===== config.mk =====
export PLATFORM = sky130hd
export DESIGN_NAME = seg_scan_capture
export DESIGN_NICKNAME = d
export VERILOG_FILES = /design/src/rtl/seg_scan_capture.sv
export SDC_FILE = /design/constraint.sdc
export NUM_CORES = 1
export LEC_CHECK = 0
export CAP_MARGIN = 40
export CORE_ASPECT_RATIO = 0.6
export CORE_MARGIN = 3
export CORE_UTILIZATION = 30
export CTS_CLUSTER_SIZE = 24
export DETAILED_ROUTE_END_ITERATION = 12
export GPL_TIMING_DRIVEN = 0
export PLACE_DENSITY = 0.59
export SLEW_MARGIN = 20
export SYNTH_ARGS = -nofsm -noshare
export SYNTH_HDL_FRONTEND = slang
export SYNTH_SLANG_ARGS = --single-unit

===== constraint.sdc =====
create_clock -name clk -period 3.6 [get_ports clk]
set_input_delay 0.72 -clock clk [delete_from_list [all_inputs] [get_ports clk]]
set_output_delay 0.72 -clock clk [all_outputs]
set_load 0.005 [all_outputs]

===== src/rtl/seg_scan_capture.sv =====
// Receive side of a scanned seven-segment bus: qualifies each strobed digit, decodes it to a nibble
// and hands complete frames over a valid/ack handshake. Optional macro: SEG_DP_CAPTURE_EN.
module seg_scan_capture #(
    parameter int unsigned NDIGITS       = 4,
    parameter int unsigned STABLE_CYCLES = 4
) (
    input  logic                   clk,
    input  logic                   reset,
    input  logic [7:0]             segments,
    input  logic [NDIGITS-1:0]     digit_sel,
    output logic [4*NDIGITS-1:0]   value,
    output logic [NDIGITS-1:0]     err_flags,
    output logic [NDIGITS-1:0]     dp,
    output logic                   frame_valid,
    input  logic                   frame_ack,
    output logic                   overrun
);

    localparam logic [7:0] LP_STABLE = 8'(STABLE_CYCLES);

    // Returns {err, nibble}; unknown glyphs (blank included) decode to 0 with err set.
    function automatic logic [4:0] f_decode(input logic [6:0] seg);
        logic [4:0] res;
        unique case (seg)
            7'h3F: res = 5'h00;
            7'h06: res = 5'h01;
            7'h5B: res = 5'h02;
            7'h4F: res = 5'h03;
            7'h66: res = 5'h04;
            7'h6D: res = 5'h05;
            7'h7D: res = 5'h06;
            7'h07: res = 5'h07;
            7'h7F: res = 5'h08;
            7'h6F: res = 5'h09;
            7'h77: res = 5'h0A;
            7'h7C: res = 5'h0B;
            7'h39: res = 5'h0C;
            7'h5E: res = 5'h0D;
            7'h79: res = 5'h0E;
            7'h71: res = 5'h0F;
            default: res = 5'h10;
        endcase
        return res;
    endfunction

    logic [NDIGITS-1:0]   r_last_sel;
    logic [7:0]           r_last_seg;
    logic [7:0]           r_cnt;
    logic [NDIGITS-1:0]   r_mask;
    logic [4*NDIGITS-1:0] r_wval;
    logic [NDIGITS-1:0]   r_werr;
    logic [4*NDIGITS-1:0] r_value;
    logic [NDIGITS-1:0]   r_err;
    logic                 r_valid;
    logic                 r_overrun;

    logic [7:0]           w_cmp;
    logic                 w_onehot;
    logic                 w_same;
    logic [7:0]           w_cnt_d;
    logic                 w_capture;
    logic                 w_complete;
    logic [NDIGITS-1:0]   w_mask_d;
    logic [4:0]           w_dec;

`ifdef SEG_DP_CAPTURE_EN
    assign w_cmp = segments;
`else
    // The dp line is masked out so toggling it never disturbs the stability count.
    assign w_cmp = {segments[7] & 1'b0, segments[6:0]};
`endif

    always_comb begin
        w_onehot = $onehot(digit_sel);
        w_same   = w_onehot && (digit_sel == r_last_sel) && (w_cmp == r_last_seg);
        w_cnt_d  = 8'd0;
        if (w_onehot) begin
            if (!w_same) begin
                w_cnt_d = 8'd1;
            end else if (r_cnt == LP_STABLE) begin
                w_cnt_d = r_cnt;
            end else begin
                w_cnt_d = r_cnt + 8'd1;
            end
        end
        // Fire only on the transition into the stable count, not while saturated.
        w_capture  = w_onehot && (w_cnt_d == LP_STABLE) && (!w_same || (r_cnt != LP_STABLE));
        w_complete = &r_mask;
        w_mask_d   = (w_complete ? '0 : r_mask) | (w_capture ? digit_sel : '0);
        w_dec      = f_decode(segments[6:0]);
    end

    always_ff @(posedge clk) begin
        if (reset) begin
            r_last_sel <= '0;
            r_last_seg <= '0;
            r_cnt      <= '0;
            r_mask     <= '0;
            r_wval     <= '0;
            r_werr     <= '0;
        end else begin
            r_cnt  <= w_cnt_d;
            r_mask <= w_mask_d;
            if (!w_onehot) begin
                r_last_sel <= '0;
                r_last_seg <= '0;
            end else if (!w_same) begin
                r_last_sel <= digit_sel;
                r_last_seg <= w_cmp;
            end
            for (int i = 0; i < int'(NDIGITS); i++) begin
                if (w_capture && digit_sel[i]) begin
                    r_wval[4*i +: 4] <= w_dec[3:0];
                    r_werr[i]        <= w_dec[4];
                end
            end
        end
    end

    always_ff @(posedge clk) begin
        if (reset) begin
            r_value   <= '0;
            r_err     <= '0;
            r_valid   <= 1'b0;
            r_overrun <= 1'b0;
        end else if (w_complete) begin
            if (!r_valid || frame_ack) begin
                r_value <= r_wval;
                r_err   <= r_werr;
                r_valid <= 1'b1;
            end else begin
                r_overrun <= 1'b1;
            end
        end else if (r_valid && frame_ack) begin
            r_valid <= 1'b0;
        end
    end

`ifdef SEG_DP_CAPTURE_EN
    logic [NDIGITS-1:0] r_wdp;
    logic [NDIGITS-1:0] r_dp;

    always_ff @(posedge clk) begin
        if (reset) begin
            r_wdp <= '0;
            r_dp  <= '0;
        end else begin
            for (int i = 0; i < int'(NDIGITS); i++) begin
                if (w_capture && digit_sel[i]) begin
                    r_wdp[i] <= segments[7];
                end
            end
            if (w_complete && (!r_valid || frame_ack)) begin
                r_dp <= r_wdp;
            end
        end
    end

    assign dp = r_dp;
`else
    assign dp = '0;
`endif

    assign value       = r_value;
    assign err_flags   = r_err;
    assign frame_valid = r_valid;
    assign overrun     = r_overrun;

endmodule


==> results of run 1 <==
## area by class of cell
cell class	count	area [um2]	share of cell area [%]
Buffer	24	109	2.82
Clock buffer	13	250	6.49
Clock inverter	3	40.0	1.04
Inverter	9	33.8	0.876
Multi-Input combinational cell	254	1650	42.7
Sequential cell	65	1300	33.7
Tap cell	130	163	4.22
Timing Repair Buffer	33	315	8.17
## layout by cell type (no fill, tap or decap), types with 2 or more instances in the layout
cell type	n
nor2_1	14
dfxtp_1	65
mux2i_1	20
or2_2	3
and2_1	7
nand3b_1	2
a31oi_1	2
nand2b_1	25
ha_1	4
nor3_1	9
clkinv_2	2
a21oi_1	28
nand2_1	53
clkbuf_16	9
nand3_1	6
conb_1	4
and4_1	2
clkdlybuf4s50_1	30
buf_4	5
clkbuf_1	22
or3_1	3
a211oi_1	3
inv_1	9
a21o_1	3
nand4_4	4
nor4_1	3
clkbuf_2	3
nor3b_1	2
nand4_1	14
o211ai_1	2
nand4b_1	2
o21ai_0	4
xnor2_1	16
## power groups by stage
stage          logic [W]  clock network (W)  registers, W
6_report        0.000128           0.000851      0.000734
2_1_floorplan  0.0000818                  0      0.000748
3_5_place_dp    0.000125                  0      0.000749
4_1_cts         0.000127           0.000863      0.000734
3_3_place_gp    0.000122                  0      0.000749
5_1_grt         0.000142           0.000900      0.000734
## cell usage after synthesis (2+ instances only)
master	count	area, um2
nand3_1	6	30.0
a31oi_1	2	12.5
nand2_1	53	199
nor3_1	10	50.1
a211oi_1	3	22.5
and4_1	2	17.5
nor4_1	3	18.8
nand4b_1	2	17.5
a21oi_1	28	140
nor3b_1	2	15.0
mux2i_1	20	200
buf_4	4	30.0
nand4_1	14	87.6
clkbuf_1	19	71.3
and2_1	7	43.8
o211ai_1	2	15.0
xnor2_1	16	140
or3_1	3	18.8
or2_2	3	18.8
dfxtp_1	65	1300
o21ai_0	4	20.0
ha_1	4	50.1
inv_1	9	33.8
nand4_2	4	50.1
a21o_1	3	22.5
nor2_1	14	52.6
nand3b_1	2	15.0
nand2b_1	25	156
## per-layer routing
layer | share of wire, % | vias to the layer above | routed length, um | global-route usage [%]
met5 | 0 | - | 0 | 0
met1 | 54 | 1199 | 3960 | 21.3
met4 | 1.0 | 0 | 75 | 4.67
li1 | - | 1287 | - | -
met3 | 7.0 | 6 | 517 | 3.37
met2 | 38 | 86 | 2850 | 17.6
## worst max-delay path by stage
stage / startpoint / end / slack, ns / cells after the start
after floorplan: digit_sel[0] / r_wval[13] / 0.34 / 12
after global placement: digit_sel[0] / r_wval[9] / -0.66 / 11
after detailed placement: digit_sel[0] / r_wval[13] / -0.70 / 11
after CTS: digit_sel[1] / r_wval[13] / 0.005 / 13
after global routing: digit_sel[0] / r_wval[13] / 0.02 / 13
final: digit_sel[0] / r_wval[9] / 0.18 / 13
## cell families (layout without fill, tap and decap cells)
kind of cell               Yosys count  in the layout
and+or+nand+nor                    156            156
buffers and inverters               33             82
other                                1              4
xor gates and xnor gates            17             17
AOI/OAI and AO/OA                   52             52
adders and majority gates            5              5
muxes                               20             20
DFF                                 65             65
## metrics by stage
stage,area [um2],TNS (ns),power (W),instances,util [%]
after global routing,3860,0,0.00178,531,40.6
after global placement,3530,-16.94,0.000870,515,37.2
after floorplan,3040,0,0.000830,352,-
after detailed placement,3530,-18.66,0.000874,515,37.2
after CTS,3870,0,0.00172,531,40.8
final,3860,0,0.00171,531,40.6
## repair_timing
| action | CTS | global route |
|---|---|---|
| setup buffers | 0 | 0 |
| resized for setup | 11 | 5 |
| setup endpoints to repair | 29 | 27 |
## state kept, by name, summed over array words and instances, names as in the netlist
signal	flops
r_wval	16
value	16
r_cnt	8
r_last_seg	7
err_flags	4
r_last_sel	4
r_mask	4
r_werr	4
frame_valid	1
overrun	1
## critical path: stages
cell,delay (ns)
clkbuf_2,0.15
inv_1,0.09
fa_1,0.54
inv_1,0.05
ha_1,0.17
ha_1,0.28
or3b_1,0.37
clkbuf_1,0.19
nor4_1,0.23
and4_1,0.23
buf_4,0.20
nand4_4,0.20
mux2i_1,0.18
==> flow_summary.ini, run 1 <==
[sta]
final_max_slew_viol_count = 0
fmax_mhz = 293
hold_viol = 0
fin_crit_sh_pct = 94.9
relSlewSlack_pct = 59.2
rsz0062_at_grt = false
period_minus_slack_ns = 3.42
clock_skew_ns = 0.00554
whs_ns = 0.453
finalWorstSetupSlack_ns = 0.185
worst_slew_pin_slew_ns = 0.609
setup_viol = 0

[floorplan]
initial_utilization_pct = 31.9
num_rows = 27
dieArea_um2 = 11400
ios = 41
core_um2 = 9490
fp.dieW_um = 136
die_h_um = 83.8

[synth]
synth_top_family_by_area = simple AND/OR/NAND/NOR gates
synth_compound_area_share_pct = 10.7
syn_area_um2 = 3030
synth_cells = 349
yosys.area_share.simple_pct = 27.8
async_reset_ff_share_pct = 0
avgSynthCellArea_um2 = 8.68
yosysSeqAreaShare_pct = 43.0
synth_warnings = 0
ys.flop_type = dfxtp_1
synth_fa_ha_area_share_pct = 2.31
synthMuxAreaShare_pct = 6.61
synth_edf_count = 0
yosys_register_bits = 65
synthDistinctLibCells = 48
synth_xor_area_share_pct = 4.92

[finish]
final_nets = 416
antenna_cells = 0
area_delta_synth_final_pct = 27.3
fillers = 927
drive_gt1_share_pct = 7.73

[grt]
track_usage_pct = 13.6
grt_pass1_wl_um = 12300
grt_pass1_vias = 2413
overflow = 0
grt_max_degree = 11
antenna_found_initial = 0

[clock_tree]
clock_latency_ns = 0.33
cts-hold-fix-buffers = 0
numCtsBuffers = 9
cts_tree = built
root_buffer = clkbuf_16
cts.sinks = 65
htreeDepth = 3
clock_path_buffers = 2
clk_pin_slew_ns = 0.05

[power]
leakage_nw = 1.40
powerDensity_nw_per_um2 = 444
swShare_pct = 22.2
p_int_w = 0.00133
clockPowerShare_pct = 49.7
peakVddDrop_v = 0.000295
comb_power_share_pct = 7.5
power_switching_w = 0.000380
seqPwrFrac_pct = 42.8

[job]
drv_cap = 0

[setup_path]
path_class = in2reg
arrival_ns = 3.61
regToRegSetupSlack_ns = 1.26
reg2regPathDepth = 6
critPathCaptureType = register
crit_fanout = 8
r2r-end = r_wval[9]
reg2reg_from = r_cnt[0]
crit_required_ns = 3.79
start_kind = input pin

[routing]
num_vias = 2578
drt_wl_total_um = 7410
vias_per_cell = 4.85
drtIter0Drc = 169
final_antenna_net_count = 0
wire_per_inst_um = 13.9
drc = 0
drt_first_pass_iters = 6

[placed_design]
io_buffers = 33
gp_congestion = 0.834
post-place-ws_ns = -0.702
dp_hpwl_um = 5600

[hold_path]
whs_path_depth = 2
worstHoldStart = err_flags[2]
holdPathEnd = err_flags[2]
min_path_type = reg2reg

[outcome]
status = finished, final reports clean
Note: power is estimated with default switching activity, not from simulation.
==> run 2, diff against run 1 <==
Clock period 3.6 ns to 4 ns, I/O delays scaled along.
==> flow_summary.ini, run 2 (same netlist as run 1, synthesis figures left out) <==
[sta]
fmax_mhz = 273
rsz0062_at_grt = false
period_minus_slack_ns = 3.67
setup_viol = 0
worst_slew_pin_slew_ns = 0.673
whs_ns = 0.453
hold_viol = 0
final_max_slew_viol_count = 0
clock_skew_ns = 0.00521
relSlewSlack_pct = 54.9
fin_crit_sh_pct = 91.6

[setup_path]
cp_slowest_cell = nor3_2
arrival_ns = 3.86
start_kind = input pin
r2r-end = r_wval[9]
critPathCapture = r_wval[9]
regToRegSetupSlack_ns = 1.66
reg2reg_from = r_cnt[0]
worst-path-buf-inv = 3
crit_required_ns = 4.19
crit_cells = 11
path_class = in2reg
critPathTopFamily = simple AND/OR/NAND/NOR gates
cp-startpoint = digit_sel[0]
crit_fanout = 5
crit_path_cell_trace = dlymetal6s2s_1, inv_1, fa_1, inv_1, ha_1, ha_1, nor3b_1, nand4_1, nor3_2, nand4_4, mux2i_1
critical-path-max-stage-delay_ns = 0.62
reg2regPathDepth = 6
critPathCaptureType = register

[power]
p_int_w = 0.00120
power_switching_w = 0.000341
powerDensity_nw_per_um2 = 398
leakage_nw = 1.41
comb_power_share_pct = 7.5
swShare_pct = 22.1
peakVddDrop_v = 0.000261
clockPowerShare_pct = 49.6
seqPwrFrac_pct = 42.8

[clock_tree]
clock_path_buffers = 2
root_buffer = clkbuf_16
clk_pin_slew_ns = 0.05
htreeDepth = 3
cts-hold-fix-buffers = 0
numCtsBuffers = 9
cts.sinks = 65
clock_latency_ns = 0.32
cts_tree = built

[routing]
drtIter0Drc = 162
drt_first_pass_iters = 4
final_antenna_net_count = 0
drc = 0
wire_per_inst_um = 13.9
drt_wl_total_um = 7360
vias_per_cell = 4.90
num_vias = 2601

[grt]
grt.busiest_layer = met1
overflow = 0
antenna_found_initial = 0
grtUsageMet3_pct = 3.37
grt_use_met1_pct = 21.2
grt_pass1_wl_um = 12200
use_met2_pct = 17.4
track_usage_pct = 13.5
grt_max_degree = 11
grt_pass1_vias = 2401

[floorplan]
initial_utilization_pct = 31.9
fp.dieW_um = 136
ios = 41
core_um2 = 9490
die_h_um = 83.8
dieArea_um2 = 11400
num_rows = 27

[finish]
final_cell_mix = dfxtp_1, nand2_1, clkdlybuf4s50_1, a21oi_1, nand2b_1
antenna_cells = 0
final_common_cell = dfxtp_1
area_delta_synth_final_pct = 27.9
drive_gt1_share_pct = 6.98
fin_util_pct = 40.8
fillers = 926
final_cell_area_um2 = 3870
final_nets = 416

[placed_design]
io_buffers = 33
placedInstanceArea_um2 = 3530
dp_hpwl_um = 5600
gp_congestion = 0.834

[outcome]
status = finished, final reports clean

[hold_path]
min_path_type = reg2reg

[job]
drv_cap = 0
-- run 2: changes by cell type in the layout (fill, tap and decap cells not counted), sizes merged --
cell | previous run | this run
dlymetal6s2s | 0 | 3
buf | 5 | 4
clkbuf | 35 | 33
-- run 2: through the flow --
step                cells  setup TNS (ns)  power, W  setup slack (ns)
floorplan             352               0  0.000747             0.659
global placement      515           -6.48  0.000783            -0.342
detailed placement    515           -7.67  0.000787            -0.382
CTS                   531         -0.0666   0.00155           -0.0257
global route          531               0   0.00160             0.204
finish                531               0   0.00154             0.334
-- run 2: per-layer routing --
metal  up-vias  wire [um]
li1       1289          -
met1      1217       3990
met2        85       2850
met3        10        431
met4         0         81
met5         -          0
-- run 2: how the worst min path moves through the flow --
stage / start / end / slack [ns] / cells past startpoint
3_3_place_gp: value[3] / value[3] / 0.44 / 2
3_5_place_dp: err_flags[2] / err_flags[2] / 0.45 / 2
6_report: err_flags[2] / err_flags[2] / 0.45 / 2
2_1_floorplan: r_werr[0] / err_flags[0] / 0.43 / 2
5_1_grt: value[15] / value[15] / 0.47 / 2
4_1_cts: err_flags[2] / err_flags[2] / 0.46 / 2
-- run 2: what timing repair did --
item                       4_1_cts  5_1_grt
setup endpoints to repair       16       22
resized for setup                1        8
buffers inserted                 0        0
pin swaps                        0        0
-- run 2: worst min-delay path: stages, from the launching register on --
cell     delay, ns
dfxtp_1       0.30
nand2_1       0.05
a21oi_1       0.05
-- run 2: power groups by stage --
stage / Combinational [W] / Sequential, W / Clock, W
after floorplan: 0.0000736 / 0.000673 / 0
after global placement: 0.000109 / 0.000674 / 0
after detailed placement: 0.000113 / 0.000674 / 0
after CTS: 0.000114 / 0.000660 / 0.000777
after global routing: 0.000128 / 0.000660 / 0.000810
final: 0.000116 / 0.000660 / 0.000765
-- run 2: area by class of cell --
type / instances / area, um2 / share of cell area [%]
inverter: 9 / 33.8 / 0.872
tap: 130 / 163 / 4.20
buffer: 24 / 109 / 2.81
clock buffer: 13 / 250 / 6.46
clock inverter: 3 / 40.0 / 1.03
timing repair buffer: 33 / 338 / 8.72
sequential: 65 / 1300 / 33.6
multi-input combinational: 254 / 1640 / 42.3
